**config.mk**
```make
export PLATFORM = sky130hd
export DESIGN_NAME = iter_divider
export DESIGN_NICKNAME = d
export VERILOG_FILES = /design/src/rtl/iter_divider.sv
export SDC_FILE = /design/constraint.sdc
export NUM_CORES = 1
export LEC_CHECK = 0
export BUFFER_PORTS_ARGS = -buffer_cell sky130_fd_sc_hd__buf_2
export CAP_MARGIN = 40
export CORE_ASPECT_RATIO = 1.1
export CORE_MARGIN = 1.5
export CORE_UTILIZATION = 38
export CTS_CLUSTER_SIZE = 20
export DETAILED_ROUTE_END_ITERATION = 10
export PLACE_DENSITY = 0.62
export SLEW_MARGIN = 15
export SYNTH_ARGS = -nofsm -noshare
export SYNTH_HDL_FRONTEND = slang
export SYNTH_SLANG_ARGS = --single-unit
```
**constraint.sdc**
```tcl
create_clock -name clk -period 28.5 [get_ports clk]
set_clock_uncertainty 0.15 [all_clocks]
set_input_delay 7.125 -clock clk [delete_from_list [all_inputs] [get_ports clk]]
set_output_delay 7.125 -clock clk [all_outputs]
set_load 0.05 [all_outputs]
```
**src/rtl/iter_divider.sv**
```systemverilog
// Purpose : iterative radix-2 restoring divider (RV64M DIV/DIVU/REM/REMU); optional DIV_EARLY_OUT_EN.
// Latency : accept in T -> div_o_valid from T+WIDTH+2; B==0 / signed overflow from T+1; early-out from T+2.
// Backpr. : result held stable in DONE until div_o_ready; new requests only sampled in IDLE.
module iter_divider #(
  parameter int WIDTH = 64
) (
  input  logic             clk,
  input  logic             rst,
  input  logic             div_flush,
  input  logic             div_valid,
  input  logic             div_signed,
  input  logic [WIDTH-1:0] dividend,
  input  logic [WIDTH-1:0] divisor,
  output logic [WIDTH-1:0] quotient,
  output logic [WIDTH-1:0] remainder,
  output logic             div_o_valid,
  input  logic             div_o_ready
);

  localparam int CW = $clog2(WIDTH) + 1;
  localparam logic [WIDTH-1:0] MIN_NEG = {1'b1, {(WIDTH-1){1'b0}}};
  localparam logic [CW-1:0]    LAST_STEP = CW'(WIDTH - 1);

  typedef enum logic [1:0] {
    IDLE = 2'd0,
    CALC = 2'd1,
    FIX  = 2'd2,
    DONE = 2'd3
  } state_t;

  state_t           state_q, state_d;
  logic [CW-1:0]    cnt_q, cnt_d;
  // Dividend shift register: dividend bits leave at the MSB while quotient
  // bits enter at the LSB, so after WIDTH steps it holds the quotient.
  logic [WIDTH-1:0] dvd_q, dvd_d;
  logic [WIDTH-1:0] dvs_q, dvs_d;
  logic [WIDTH-1:0] part_q, part_d;
  logic             q_neg_q, q_neg_d;
  logic             r_neg_q, r_neg_d;
  logic [WIDTH-1:0] quotient_q, quotient_d;
  logic [WIDTH-1:0] remainder_q, remainder_d;
  logic             valid_q, valid_d;

  logic             a_neg, b_neg;
  logic [WIDTH-1:0] abs_a, abs_b;
  logic             b_zero, sgn_ovf, early_out;
  logic [WIDTH:0]   shifted, trial;
  logic             fits;

  // Operand magnitudes and special-case detection for the accept cycle
  always_comb begin
    a_neg   = div_signed & dividend[WIDTH-1];
    b_neg   = div_signed & divisor[WIDTH-1];
    abs_a   = a_neg ? ('0 - dividend) : dividend;
    abs_b   = b_neg ? ('0 - divisor)  : divisor;
    b_zero  = (divisor == '0);
    sgn_ovf = div_signed & (dividend == MIN_NEG) & (divisor == '1);
`ifdef DIV_EARLY_OUT_EN
    early_out = (abs_a < abs_b);
`else
    early_out = 1'b0;
`endif
  end

  // One restoring step: shift in the next dividend bit, subtract if it fits
  always_comb begin
    shifted = {part_q, dvd_q[WIDTH-1]};
    fits    = (shifted >= {1'b0, dvs_q});
    trial   = shifted - {1'b0, dvs_q};
  end

  // Next-state and datapath control
  always_comb begin
    state_d     = state_q;
    cnt_d       = cnt_q;
    dvd_d       = dvd_q;
    dvs_d       = dvs_q;
    part_d      = part_q;
    q_neg_d     = q_neg_q;
    r_neg_d     = r_neg_q;
    quotient_d  = quotient_q;
    remainder_d = remainder_q;
    valid_d     = valid_q;

    if (div_flush) begin
      // Flush wins over everything, including a same-cycle request.
      state_d = IDLE;
      valid_d = 1'b0;
    end else begin
      unique case (state_q)
        IDLE: begin
          if (div_valid) begin
            cnt_d   = '0;
            dvd_d   = abs_a;
            dvs_d   = abs_b;
            part_d  = '0;
            q_neg_d = a_neg ^ b_neg;
            r_neg_d = a_neg;
            if (b_zero) begin
              quotient_d  = '1;
              remainder_d = dividend;
              valid_d     = 1'b1;
              state_d     = DONE;
            end else if (sgn_ovf) begin
              quotient_d  = dividend;
              remainder_d = '0;
              valid_d     = 1'b1;
              state_d     = DONE;
            end else if (early_out) begin
              // |A| < |B|: quotient is zero, remainder is |A| before sign fix.
              dvd_d   = '0;
              part_d  = abs_a;
              state_d = FIX;
            end else begin
              state_d = CALC;
            end
          end
        end
        CALC: begin
          dvd_d  = {dvd_q[WIDTH-2:0], fits};
          part_d = fits ? trial[WIDTH-1:0] : shifted[WIDTH-1:0];
          cnt_d  = cnt_q + 1'b1;
          if (cnt_q == LAST_STEP) begin
            state_d = FIX;
          end
        end
        FIX: begin
          quotient_d  = q_neg_q ? ('0 - dvd_q)  : dvd_q;
          remainder_d = r_neg_q ? ('0 - part_q) : part_q;
          valid_d     = 1'b1;
          state_d     = DONE;
        end
        DONE: begin
          if (div_o_ready) begin
            valid_d = 1'b0;
            state_d = IDLE;
          end
        end
        default: begin
          state_d = IDLE;
          valid_d = 1'b0;
        end
      endcase
    end
  end

  // State and datapath registers, cleared asynchronously by rst
  always_ff @(posedge clk or posedge rst) begin
    if (rst) begin
      state_q     <= IDLE;
      cnt_q       <= '0;
      dvd_q       <= '0;
      dvs_q       <= '0;
      part_q      <= '0;
      q_neg_q     <= 1'b0;
      r_neg_q     <= 1'b0;
      quotient_q  <= '0;
      remainder_q <= '0;
      valid_q     <= 1'b0;
    end else begin
      state_q     <= state_d;
      cnt_q       <= cnt_d;
      dvd_q       <= dvd_d;
      dvs_q       <= dvs_d;
      part_q      <= part_d;
      q_neg_q     <= q_neg_d;
      r_neg_q     <= r_neg_d;
      quotient_q  <= quotient_d;
      remainder_q <= remainder_d;
      valid_q     <= valid_d;
    end
  end

  assign quotient    = quotient_q;
  assign remainder   = remainder_q;
  assign div_o_valid = valid_q;

endmodule

```
==> results.md, run 1 <==
Clock network:
- The CTS buffer count is 38.
- Counting every sink on the clock net gives 332.
- The number of gates resized after CTS was 0.
- The post-CTS setup-driven buffer insertion count is 0.
- The root buffer selected by CTS is clkbuf_16.
- The H-tree was split into 2 levels.
- The CTS clock-pin slew for the worst setup and hold paths is 60 ps.
- The clock passes through at most 3 buffers.
- The post-cts hold buffer count is 0.
- The later pin in the worst-skew pair is clocked with a latency of 570 ps.
- TritonCTS built the clock tree.

Timing:
- The final number of hold-violating endpoints is 0.
- The transition time of the tightest slew-check pin is 827 ps.
- The number of pins with negative max-slew slack in the final report is 0.
- Setup repair after global routing left no endpoint under its margin.
- The aggregate negative setup slack is 0 ps.
- The minimum period implied by the final worst setup slack is 10960 ps.
- After layout, the worst path uses 38.5% of the clock period.
- The number of setup violations in the final report is 0.
- Based on the critical path, the design can be clocked at up to 0.0912 GHz.
- The remaining max-slew budget at the tightest pin is 44.9%.

Route:
- The via count normalized by instance count is 5.56.
- The total number of vias is 21834.
- For this block, the routed nets add up to 76.9 mm of wire.
- The pre-antenna-repair detailed-routing pass consisted of 6 iterations.
- The mean routed wirelength per cell is 19.6 um.
- The remaining number of nets flagged by the antenna check after routing is 0.
- The final routed DRC violation total is 0.
- The number of design-rule violations left by the first detailed-router iteration is 1779.

Power:
- VDD sags by at most 0.0000581 V.
- The completed layout was analyzed and its total power is 3.17 mW.
- The leakage component of the power is 11.8 nW.
- The power density over the cells is 117 nW/um2.

Placed design:
- Input and output buffers added on the ports amount to 262.
- At the end of routability-driven placement, the weighted congestion stood at 0.927.
- The placed instances occupy a cell area of 25800 um2.
- The post-detailed-placement half-perimeter wirelength is 59.1 mm.

Worst setup path:
- The dominant delay contributor by cell family on the critical path is simple AND/OR/NAND/NOR gates.
- Walking the worst path, the cells encountered are buf_2 -> or4_1 -> or3_1 -> nor3_1 -> nor3b_1 -> nand4b_1 -> o21ai_1 -> nor2_1 -> nor2_2 -> nand2_8 -> buf_4 -> buf_16 -> a221oi_1 -> nor2_1.
- The origin of the critical flop-to-flop path is part_q[16].
- The classification of the worst setup path is in -> reg.
- In this run the worst path has a maximum fanout of 81.
- The endpoint identified for the worst register-to-register timing path is part_q[36].
- The most frequent cell on the critical path is nor2_1.
- The critical path data arrival time is 11250 ps.
- The required time at the endpoint of the critical path is 28790 ps.
- The critical path starts at divisor[40].
- The worst setup path is launched from a primary input.
- Measured in cells, the most critical reg-to-reg path has a length of 12.
- The delay of the slowest cell on the worst path is 550 ps.
- The count of buffer and inverter cells on the critical path is 3.
- The critical path runs through a total of 14 cells.
- For flop-to-flop paths, the worst setup slack is 23790 ps.
- The standard cell with the maximum stage delay on the critical path is or4_1.
- The worst setup path is captured at a register.

Final layout:
- In the final design database the tool counted 3280 nets.
- The top cell types in the final layout, fill and taps aside, are nand2_1 (362), dfrtp_1 (330), nor2_1 (283), o21ai_0 (266), buf_2 (262).
- The fraction of layout instances using a drive strength above 1 is 14.0%.
- The library cell used most frequently in the layout, excluding fill and tap cells, is nand2_1.
- The layout overhead on the synthesized area is 14.2%.
- The finished cells cover 27100 um2.
- The layout has 6264 filler cells.

Synth:
- The largest area contributor in the synthesized netlist is dfrtp_1.
- The Yosys step of the flow raised 0 warnings.
- Synthesis produced a netlist with a net count of 3125.
- In this run, synthesis produced a sequential element count of 332.
- Synthesis handed over a netlist of 2916 instances.
- The share of synthesized registers carrying an async set or reset is 100%.
- The share of synthesized area in the top cell type comes to 35.1%.
- For this run, the leading register cell type out of synthesis is dfrtp_1.
- The sequential cell area fraction in the yosys report is 35.1%.
- Sorting the synthesized cells by area gives the leading types as dfrtp_1 (35%), xnor2_1 (7.0%), nand2_1 (5.7%).
- The mean area per synthesized cell is 8.12 um2.
- The total standard cell area after synthesis is 23700 um2.
- The number of enable flip-flop cells after synthesis is 0.
- The distinct cell type count after synthesis is 79.

Hold path:
- The worst hold path was traced through 2 stages.
- In this run the worst hold path is classified as reg -> reg.
- The worst hold path begins at dvs_q[49].
- The worst hold path terminates at dvs_q[49].

Die:
- The die is 241 um wide.
- The core region is 61300 um2.
- The initial core utilization is 38.6%.
- The count of standard-cell rows is 95.
- In this run the vertical extent of the chip is 265 um.
- The top-level I/O count is 263.
- The full die area is 63900 um2.

Global routing:
- The global-route wire length before repair is 120 mm.
- The number of antenna violations at the first check in global routing was 3.
- The global-route total usage across every layer is 23.8%.
- The number of global-route vias before repair came to 20492.
- The global route total overflow is 0.
- Entering global routing, the biggest net connects 96 pins.

Outcome:
- The flow ran to the end, and the final reports show no timing, DRC or antenna violations.

Flow run:
- Across the run, the number of max-cap violations was 0.
power by group:
group / total, mW / internal (mW) / switching [mW]
Clock: 0.497 / 0.288 / 0.209
Sequential: 0.850 / 0.662 / 0.188
Combinational: 1.83 / 0.596 / 1.23
registers in the layout (all words and copies together) (netlist names):
name         count
cnt_q            7
div_o_valid      1
dvd_q           64
dvs_q           64
part_q          64
q_neg_q          1
quotient        64
r_neg_q          1
remainder       64
state_q          2
tightest hold or removal path: cells and delay by family, from the launching register on:
| kind | cells | cell delay [ps] |
|---|---|---|
| flip-flops | 1 | 340 |
| AND/OR/NAND/NOR | 1 | 40 |
| AO/OA/AOI/OAI | 1 | 60 |
worst max-delay path by stage:
stage / endpoint
floorplan: cnt_q[0]
global placement: remainder[36]
detailed placement: remainder[36]
CTS: remainder[36]
global route: remainder[36]
finish: remainder[36]
cells in the mapped netlist, types with 31 or more instances:
master,number
a221oi_1,42
o21ai_0,266
o22ai_1,34
ha_1,74
nand2_1,362
nand2b_1,31
inv_1,93
xor2_1,108
nor2_1,283
or3_1,36
a21o_1,35
o31ai_1,57
o21ai_1,110
dfrtp_1,332
nand4_1,44
nor3_1,51
a21oi_1,202
buf_2,31
xnor2_1,189
clkbuf_1,138
cell families after synthesis:
group                      count (synthesis)  synth area share [%]
and+or+nand+nor                          975                  19.2
AOI/OAI and AO/OA                        935                  25.0
DFF                                      332                  35.1
xor gates and xnor gates                 297                  11.0
buffers and inverters                    276                  4.66
adders and majority gates                 75                  3.99
muxes                                     26                  1.11
routing by layer:
metal | routed length, um | part of all wire [%] | vias to the layer above | GRT usage [%]
met2 | 34300 | 45 | 638 | 36.7
met3 | 4390 | 5.7 | 115 | 3.37
met4 | 2230 | 2.9 | 2 | 7.45
met1 | 36000 | 47 | 10319 | 34.3
li1 | - | - | 10760 | -
met5 | 11 | 0.014 | - | 0
through the flow:
stage	setup WS (ps)	instances	hold WS (ps)	util (%)
6_report	17540	3925	324	44.1
2_1_floorplan	12030	2916	296	-
3_5_place_dp	17050	3853	317	42.0
4_1_cts	17640	3921	331	44.0
5_1_grt	17180	3924	346	44.1
3_3_place_gp	17080	3841	311	41.6
layout make-up:
type,count,area [um2],share of cell area [%]
multi-input combinational,2308,14400,53.0
inverter,93,357,1.32
antenna,2,5.00,0.0185
sequential,332,8310,30.7
clock inverter,16,151,0.559
tap,824,1030,3.81
clock buffer,52,1090,4.05
timing repair buffer,298,1760,6.51
Note: power is estimated with default switching activity, not from simulation.
==> inputs of run 2 (changes only) <==
==> constraint.sdc (replaced) <==
create_clock -name clk -period 10.5 [get_ports clk]
set_clock_uncertainty 0.15 [all_clocks]
set_input_delay 2.625 -clock clk [delete_from_list [all_inputs] [get_ports clk]]
set_output_delay 2.625 -clock clk [all_outputs]
set_load 0.05 [all_outputs]
==> run 2 against run 1 <==
  * Sequential power rose to 2.7 times the previous value
  * Critical path type unchanged
  * Final area rose by 0.25%
  * Combinational power rose to 2.7 times the previous value
  * Largest power group unchanged
  * Core utilization rose by 0.11 points
  * Clock power rose to 3.0 times the previous value
==> results.md, run 2 (synthesis gave the netlist of run 1 again) <==
Worst setup path:
- The peak fanout along the critical path is 50 (-38%).
- The critical path data arrival time is 6790 ps (-4460 ps).
- The classification of the worst setup path is in -> reg.
- The required time at the endpoint of the critical path is 10840 ps (-17950 ps).
- The kind of launch point of the worst setup path is a primary input.
- The worst setup path is captured at a register.

Route:
- The number of design-rule violations left by the first detailed-router iteration is 1502 (-16%).
- The number of search-and-repair iterations in the first detailed-routing pass is 5 (-1).
- The via count normalized by instance count is 5.55 (-0.32%).
- The total number of vias was 21748 (-0.39%).
- The remaining number of nets flagged by the antenna check after routing is 0 (unchanged).
- The final routed DRC violation total is 0 (unchanged).
- The mean routed wirelength per cell came to 19.7 um (+0.40%).
- The routed wire length is 77.2 mm (+0.32%).

Final layout:
- The fraction of layout instances using a drive strength above 1 is 13.9% (-0.092 points).
- The final-stage net count is 3278 (-0.061%).
- The post-route core utilization is 44.2% (+0.11 points).
- The most common cell after layout, fill and taps aside is nand2_1.
- The cell area after layout is 27100 um2 (+0.25%).
- The area growth from synthesis to layout is 14.5%.
- The number of antenna cells inserted was 0 (-2).
- The count of filler cells inserted in the layout is 6239 (-0.40%).
- The top cell types in the final layout, fill and taps aside, are nand2_1 (362), dfrtp_1 (330), nor2_1 (283), o21ai_0 (266), buf_2 (262).

Timing:
- The number of setup violations in the final report came to 0 (unchanged).
- The transition time of the tightest slew-check pin is 862 ps (+35.1 ps).
- The fmax is 0.155 GHz.
- The remaining max-slew budget at the tightest pin is 42.5% (-2.3 points).
- The final hold slack is 324 ps (+0.712 ps).
- The final number of hold-violating endpoints was 0 (unchanged).
- The minimum period implied by the final worst setup slack is 6450 ps.
- The aggregate negative setup slack is 0 ps (unchanged).
- The share of the clock period used by the worst path after layout is 61.4%.
- The number of pins with negative max-slew slack in the final report came to 0 (unchanged).
- Setup repair after global routing left no endpoint under its margin.

Clock network:
- The clock sink count is 332 (unchanged).
- The maximum root-to-sink buffer count is 3 (unchanged).
- The CTS buffer count is 38 (unchanged).
- The root buffer selected by CTS is clkbuf_16.
- The H-tree depth is 2 (unchanged).
- The CTS clock-pin slew for the worst setup and hold paths is 60 ps (about the same).
- The TritonCTS clock tree is built.
- The worst-skew pair later-pin latency was 570 ps (about the same).
- The post-cts resize count came to 0 (unchanged).
- The post-CTS setup-driven buffer insertion count is 0 (unchanged).
- The post-cts hold buffer count is 0 (unchanged).

Power:
- The switching power summed over all nets is 4.42 mW (+170%).
- The largest voltage drop on the vdd net is 0.000168 V (+190%).
- The cell internal power dissipation is 4.30 mW (+180%).
- The switching power as a share of total power was 50.7% (-0.60 points).
- The proportion of power drawn by the clock network is 17.0% (+1.3 points).
- The combinational share of power is 56.6% (-1.0 points).
- The share of power burned in registers came to 26.5% (-0.3 points).
- The power density over the cells came to 321 nW/um2 (+170%).
- The leakage component of the power is 11.8 nW (+0.23%).

Placed design:
- The routability congestion estimate from global placement is 0.937 (+1.0%).
- The instance area at placement is 25700 um2 (-0.15%).
- The number of buffers added on ports came to 262 (unchanged).
- The post-detailed-placement half-perimeter wirelength came to 58.7 mm (-0.66%).

Die:
- The count of standard-cell rows is 95 (unchanged).
- The area of the core is 61300 um2 (unchanged).
- The full die area is 63900 um2 (unchanged).
- The die outline height is 265 um (unchanged).
- The die extent in x is 241 um (unchanged).
- The top-level I/O count is 263 (unchanged).
- The initial core utilization was 38.6% (unchanged).

Global routing:
- The number of antenna violations at the first check in global routing was 2 (-1).
- The largest net degree at the start of global routing came to 98 (+2.1%).
- The global-route total usage across every layer came to 23.8% (about the same).
- The global route total overflow was 0 (unchanged).
- The global-route wire length before repair is 120 mm (-0.45%).
- The number of global-route vias before repair came to 20348 (-0.70%).

Hold path:
- The worst min-delay path class is reg -> reg.

Outcome:
- The flow ran to the end, and the final reports show no timing, DRC or antenna violations.

Flow run:
- The max-cap violation count is 0 (unchanged).
## run 2: cell types whose count changed in the layout (fill, tap and decap cells not counted), moves of 2 or more
cell       before  now
diode_2         2    0
bufinv_16       2    7
clkbuf_8        7    5
clkbuf_1        6    8
inv_6           1    3
clkinv_2        7    4
## run 2: worst paths after layout
kind	cells after the start	to	slack, ps	startpoint
worst max-delay path	13	quotient[62]	4050	divisor[40]
worst min-delay path	2	dvs_q[28]	320	dvs_q[28]
worst max register to register	12	part_q[58]	5810	part_q[16]
worst min register to register	2	dvs_q[28]	320	dvs_q[28]
max in group asynchronous	4	r_neg_q	6230	rst
min in group asynchronous	2	dvd_q[15]	2040	rst
## run 2: metal layers
metal  track usage, %  vias to the layer above  share of wire (%)
li1                 -                    10784                  -
met1             34.4                    10248                 47
met2             36.4                      591                 44
met3             3.34                      121                5.2
met4             8.01                        4                3.2
met5                0                        -              0.030
## run 2: worst max-delay path, stage by stage
cell	delay (ps)
buf_2	130
or4_1	550
or3_1	370
nor3_1	330
nor3b_1	370
nand4b_1	220
o21ai_1	400
nor2_1	140
nor2_2	240
and2_2	550
buf_4	600
nor2_1	90
a21oi_1	140
## run 2: layout make-up
| class | instances | area, um2 | area share [%] |
|---|---|---|---|
| multi-input cells | 2308 | 14400 | 52.9 |
| flip-flops and latches | 332 | 8310 | 30.6 |
| repair buffers | 296 | 1730 | 6.37 |
| clock buffers | 52 | 1070 | 3.96 |
| well taps | 824 | 1030 | 3.80 |
| inverters | 93 | 353 | 1.30 |
| clock inverters | 17 | 280 | 1.03 |
## run 2: stage by stage
stage | std cells | total power [mW] | worst slack (ps)
after floorplan | 2916 | 5.92 | 3290
after global placement | 3842 | 7.16 | 3560
after detailed placement | 3851 | 7.22 | 3530
after CTS | 3920 | 8.72 | 4110
after global routing | 3922 | 9.33 | 3760
final | 3922 | 8.71 | 4050
## run 2: power by group through the flow
stage / clock (mW) / sequential, mW / combinational, mW
after floorplan: 0 / 2.97 / 2.95
after detailed placement: 0 / 2.32 / 4.90
after global routing: 1.56 / 2.38 / 5.40
after CTS: 1.51 / 2.30 / 4.92
after global placement: 0 / 2.35 / 4.80
final: 1.48 / 2.31 / 4.93
